===== src/rtl/prll_bs_drvr_fifo.sv =====
// rtl/prll_bs_drvr_fifo.sv - per-driver TX/RX FWFT FIFO pair between host logic and the parallel bus
// Optional DRVR_ID_STAMP_EN: overwrite the source field of TX writes with DRVR_ID.
module prll_bs_drvr_fifo #(
  parameter int         BITS      = 32,
  parameter int         DEPTH     = 16,
  parameter logic [7:0] DRVR_ID   = 8'd0,
  parameter logic [7:0] BROADCAST = 8'hFF
) (
  input  logic                     clk,
  input  logic                     reset,
  input  logic                     host_push,
  input  logic [BITS-1:0]          host_D_in,
  output logic                     host_full,
  output logic                     pndng,
  output logic [BITS-1:0]          D_pop,
  input  logic                     pop,
  input  logic                     push,
  input  logic [BITS-1:0]          D_push,
  output logic                     host_pndng,
  output logic [BITS-1:0]          host_D_out,
  input  logic                     host_pop,
  output logic [$clog2(DEPTH):0]   tx_count,
  output logic [$clog2(DEPTH):0]   rx_count,
  output logic                     rx_ovf,
  output logic                     rx_misroute,
  input  logic                     flag_clr
);

  localparam int             AW       = $clog2(DEPTH);
  localparam int             CW       = AW + 1;
  localparam logic [CW-1:0]  FULL_CNT = CW'(DEPTH);

  logic [BITS-1:0] tx_mem [DEPTH];
  logic [BITS-1:0] rx_mem [DEPTH];
  logic [AW-1:0]   tx_wp, tx_rp, rx_wp, rx_rp;
  logic [BITS-1:0] tx_wdata;
  logic            tx_wr, tx_rd, rx_wr, rx_rd;
  logic            rx_full, rx_hit, ovf_set, mis_set;

`ifdef DRVR_ID_STAMP_EN
  assign tx_wdata = {host_D_in[BITS-1:BITS-8], DRVR_ID, host_D_in[BITS-17:0]};
`else
  assign tx_wdata = host_D_in;
`endif

  assign pndng      = (tx_count != '0);
  assign host_full  = (tx_count == FULL_CNT);
  assign host_pndng = (rx_count != '0);
  assign rx_full    = (rx_count == FULL_CNT);

  // A full FIFO can still accept a write when the head leaves in the same cycle.
  assign tx_rd = pop && pndng;
  assign tx_wr = host_push && (!host_full || tx_rd);

  assign rx_hit  = (D_push[BITS-1:BITS-8] == DRVR_ID) || (D_push[BITS-1:BITS-8] == BROADCAST);
  assign rx_rd   = host_pop && host_pndng;
  assign rx_wr   = push && rx_hit && (!rx_full || rx_rd);
  assign ovf_set = push && rx_hit && rx_full && !rx_rd;
  assign mis_set = push && !rx_hit;

  assign D_pop      = pndng      ? tx_mem[tx_rp] : '0;
  assign host_D_out = host_pndng ? rx_mem[rx_rp] : '0;

  // Storage is deliberately left out of reset.
  always_ff @(posedge clk) begin
    if (tx_wr) tx_mem[tx_wp] <= tx_wdata;
    if (rx_wr) rx_mem[rx_wp] <= D_push;
  end

  always_ff @(posedge clk or negedge reset) begin
    if (!reset) begin
      tx_wp       <= '0;
      tx_rp       <= '0;
      tx_count    <= '0;
      rx_wp       <= '0;
      rx_rp       <= '0;
      rx_count    <= '0;
      rx_ovf      <= 1'b0;
      rx_misroute <= 1'b0;
    end else begin
      if (tx_wr) tx_wp <= tx_wp + AW'(1);
      if (tx_rd) tx_rp <= tx_rp + AW'(1);
      tx_count <= tx_count + CW'(tx_wr) - CW'(tx_rd);
      if (rx_wr) rx_wp <= rx_wp + AW'(1);
      if (rx_rd) rx_rp <= rx_rp + AW'(1);
      rx_count <= rx_count + CW'(rx_wr) - CW'(rx_rd);
      // Set has priority over a simultaneous clear.
      if (ovf_set)       rx_ovf <= 1'b1;
      else if (flag_clr) rx_ovf <= 1'b0;
      if (mis_set)       rx_misroute <= 1'b1;
      else if (flag_clr) rx_misroute <= 1'b0;
    end
  end

endmodule

===== config.mk =====
export PLATFORM = sky130hd
export DESIGN_NAME = prll_bs_drvr_fifo
export DESIGN_NICKNAME = d
export VERILOG_FILES = /design/src/rtl/prll_bs_drvr_fifo.sv
export SDC_FILE = /design/constraint.sdc
export NUM_CORES = 1
export LEC_CHECK = 0
export CAP_MARGIN = 20
export CELL_PAD_IN_SITES_DETAIL_PLACEMENT = 1
export CELL_PAD_IN_SITES_GLOBAL_PLACEMENT = 1
export CORE_MARGIN = 1
export CORE_UTILIZATION = 40
export DETAILED_ROUTE_END_ITERATION = 8
export PLACE_DENSITY_LB_ADDON = 0.1
export SLEW_MARGIN = 15
export SYNTH_ARGS = -nofsm -noshare
export SYNTH_HDL_FRONTEND = slang
export SYNTH_SLANG_ARGS = --single-unit

===== constraint.sdc =====
create_clock -name clk -period 5.5 [get_ports clk]
set_clock_uncertainty 0.05 [all_clocks]
set_input_delay 1.1 -clock clk [delete_from_list [all_inputs] [get_ports clk]]
set_output_delay 1.1 -clock clk [all_outputs]
set_load 0.02 [all_outputs]

==> impl.org <==
** Clock tree
- For the worst-skew pair, the clock arrives at the later sink with an insertion delay of 0.67 ns.
- H-tree levels :: 3
- Clock transition at the registers of the reported paths :: 0.06 ns
- Setup Fix Bufs, Post-CTS :: 0
- Root Buffer Master :: sky130_fd_sc_hd__clkbuf_16
- TritonCTS built the clock tree.
- The tree built by TritonCTS fans out to 1052 sinks.
- In this run, CTS created clock tree buffers numbering 112.
- Number of cells upsized or downsized after cts :: 0
- Hold_buf cts :: 0
- Deepest clock path buffer count :: 3

** Timing
- Worst hold slack :: 0.475 ns
- Crit share post-route :: 0.941
- Time the worst path needs with I/O delays and setup :: 5.18 ns
- Setup violations remaining at the end of the flow were counted as 0.
- Pins Over Slew Limit :: 0
- Setup TNS :: 0 ns
- RSZ-0062 raised after global routing :: no
- At the pin with the least slew margin, the transition time is 0.854 ns.
- Final hold vios :: 0
- The worst pin sits at a relative slew slack of 0.429.
- Highest Clock Rate :: 193 MHz

** Power and ir drop
- Summing internal, switching and leakage power gives 24.7 mW.
- Sequential power share :: 0.394
- For this design the static power due to leakage is 15.6 nW.
- Pwr Density :: 518 nW/µm²
- The internal power of the cells totals 17.1 mW.
- Share of total power in combinational logic :: 0.314
- Of the total power, the share spent switching nets is 0.308.
- The worst-case IR drop observed on VDD is 0.000320 V.
- Share of power burned in the clock network :: 0.292
- Summed over all nets, the switching power comes to 7.62 mW.

** Placed design
- Number of instances in the placed design :: 3375
- Routability-driven placement finished with a final weighted congestion of 0.720.
- Detailed placement ended at an HPWL of 54800 µm.
- During placement, the flow inserted port buffers numbering 149.

** GRT
- Total global routing track utilization :: 0.189
- Entering global routing, the biggest net connects 60 pins.
- The number of global-route vias before repair was 21051.
- Number of antenna violations at the first check in global routing :: 5
- The first global-routing pass estimated 141000 µm of wire.
- Global-route congestion overflow total :: 0

** Finish
- Net total in the final layout :: 2226
- The area growth from synthesis to layout is 17.8%.
- 0 antenna diodes ended up in the layout.
- Filler cell count :: 9025
- Leaving out filler cells and counting taps, the final layout contains 3578.
- Layout cells sized above 1 :: 0.227

** Drt
- Wire length on met3 :: 3560 µm
- In the routed design, unresolved DRC markers number 0.
- Summed over all layers, the routed wires come to 96300 µm.
- The detailed router placed 19139 vias in this run.
- Detailed route wirelength on metal2 :: 50200 µm
- Vias/cell :: 5.35
- Dividing the detail-routed wire length by the instance count gives 26.9 µm.
- After detailed routing, no signal wire sits above met5.
- Pre-antenna DRT Iters :: 5
- Post-route antenna net violation count :: 0
- The detailed router finished its first iteration with 1202 violations.
- In the final routing, the length of wire on met1 measures 40200 µm.

** Critical path
- STA puts the critical path data required time at 4.35 ns.
- For this design, the slowest cell found on the critical path is sky130_fd_sc_hd__dfrtp_4.
- Worst path depth :: 7
- Most numerous cell on the critical path :: sky130_fd_sc_hd__buf_4
- The worst setup path is launched from a flop.
- Crit Path Class :: flop to primary output
- STA classifies the critical path endpoint as a primary output.
- Largest delay share family, worst path :: buffers and inverters
- Data arrives at the worst endpoint at 4.03 ns.
- Counting cells, the worst reg-to-reg path comes to 17.
- The largest single stage delay on the critical path is 0.74 ns.
- In this run the worst path has a maximum fanout of 32.
- The signal on the critical path passes through buf_4, and2_1, buf_4, a22oi_1, and3_1, a221o_1, clkdlybuf4s50_1.
- The critical path contains buffers and inverters numbering 3 combined.

** Floorplanning
- Starting density of the core :: 0.404
- The die covers 103000 µm².
- Floorplan die width :: 320 µm
- 150 I/O pins were placed.
- Vertical die dimension :: 320 µm
- Row count :: 116
- Area of the core region :: 100000 µm²

** Outcome
- Status :: complete, no violations

** Logic synthesis
- After technology mapping, the gate count stands at 1900.
- Counting flops with an async set or reset pin after synthesis yields a share of 0.0266.
- Count of distinct cell types in the synthesized netlist :: 43
- After synthesis the cells add up to 40500 µm².
- The synthesized design contains 1052 register bits.
- Seq/Total Area, Yosys :: 0.776
- When the netlist entered floorplanning its net count stood at 1994.
- In the synthesized netlist the dominant register cell turns out to be sky130_fd_sc_hd__edfxtp_1.
- In this run, synthesis inferred 1024 flip-flops with an integrated enable.
- In this run the mean area of a mapped cell was 21.3 µm².
- During synthesis, Yosys emitted a total of 0 warnings.

** Run
- Number of maximum-capacitance violations :: 0

** Worst hold path
- Class of the most critical hold timing path :: flop to flop
- Hold Crit Depth :: 1
[Yosys cell counts, drive strengths merged, types with 3 or more instances]
master     n  share of area
xor2       5         0.0011
xnor2     15         0.0032
edfxtp  1024           0.76
mux2i    128          0.032
nand4      5        0.00077
nor2b      6         0.0011
nand2b     3        0.00046
mux2      34         0.0094
buf       60         0.0085
nor2      24         0.0022
inv       19         0.0018
nor3       9         0.0011
or2        3        0.00052
o21ai      3        0.00037
a221o     32         0.0080
a21oi      5        0.00062
nand2     84         0.0078
a22oi     96          0.018
clkbuf    46         0.0043
and3      42         0.0066
mux4     192           0.11
dfrtp     28          0.017
ha        21         0.0065
[cells in the final DEF, fill, tap and decap left out, types with 8 or more instances in the layout]
master	netlist	final
sky130_fd_sc_hd__a22oi_1	96	96
sky130_fd_sc_hd__inv_1	19	19
sky130_fd_sc_hd__ha_1	21	21
sky130_fd_sc_hd__and3_1	41	32
sky130_fd_sc_hd__a221o_1	30	30
sky130_fd_sc_hd__clkbuf_1	45	25
sky130_fd_sc_hd__buf_4	2	58
sky130_fd_sc_hd__xnor2_1	15	15
sky130_fd_sc_hd__mux2_2	34	34
sky130_fd_sc_hd__nor3_2	0	8
sky130_fd_sc_hd__clkinv_1	0	27
sky130_fd_sc_hd__buf_12	0	17
sky130_fd_sc_hd__clkinv_2	0	16
sky130_fd_sc_hd__clkdlybuf4s50_1	0	149
sky130_fd_sc_hd__clkbuf_16	0	114
sky130_fd_sc_hd__mux4_2	192	192
sky130_fd_sc_hd__mux2i_1	128	128
sky130_fd_sc_hd__edfxtp_1	1024	1024
sky130_fd_sc_hd__nor2_4	0	19
sky130_fd_sc_hd__and3_2	0	9
sky130_fd_sc_hd__nand2_1	84	84
sky130_fd_sc_hd__bufinv_16	0	9
sky130_fd_sc_hd__dfrtp_1	28	23
[power groups by stage]
stage / Clock, mW / Combinational [mW] / Sequential [mW]
after global placement: 0 / 7.88 / 9.91
final: 7.23 / 7.76 / 9.75
after CTS: 7.42 / 7.96 / 9.77
after detailed placement: 0 / 7.91 / 9.94
after floorplan: 0 / 5.14 / 9.62
after global routing: 7.67 / 8.31 / 9.82
[stage by stage]
stage	utilization	setup WS [ns]	instance area, µm²
after global routing	0.476	0.0570	47700
final	0.476	0.323	47700
after floorplan	-	0.700	40500
after global placement	0.441	0.512	44200
after CTS	0.476	0.192	47700
after detailed placement	0.441	0.915	44200
[metal layers]
metal,global-route usage,up-vias
met2,0.335,325
met5,0,-
met4,0.0500,10
met1,0.239,10312
met3,0.0345,149
li1,-,8343
[layout make-up]
type | instances | area (µm²) | area share
repair buffers | 224 | 2270 | 0.0475
well taps | 1357 | 1700 | 0.0356
multi-input cells | 723 | 8710 | 0.182
clock inverters | 61 | 534 | 0.0112
flip-flops and latches | 1052 | 31500 | 0.659
inverters | 19 | 71.3 | 0.00149
clock buffers | 142 | 2990 | 0.0626
[logic make-up after synthesis]
family / Yosys count / share of synthesized area
compound gates: 141 / 0.0277
xor+xnor: 20 / 0.00432
fa+ha+maj: 23 / 0.00747
buf+inv: 125 / 0.0146
flops: 1052 / 0.776
mux: 354 / 0.148
simple gates: 185 / 0.0222
[worst paths after layout]
kind / slack, ns / from / end
worst min register to register: 0.47 / rx_misroute / rx_misroute
min in group asynchronous: 0.80 / reset / tx_count[3]
max in group asynchronous: 4.24 / reset / rx_rp[0]
worst min-delay path: 0.47 / rx_misroute / rx_misroute
worst max register to register: 2.35 / rx_count[2] / rx_count[4]
worst max-delay path: 0.32 / rx_rp[0] / host_D_out[31]
[sequential cells by signal, indices dropped and copies added (netlist names)]
| register | cells |
|---|---|
| rx_mem | 512 |
| tx_mem | 512 |
| rx_count | 5 |
| tx_count | 5 |
| rx_rp | 4 |
| rx_wp | 4 |
| tx_rp | 4 |
| tx_wp | 4 |
| rx_misroute | 1 |
| rx_ovf | 1 |
(Power assumes the default switching activity.)
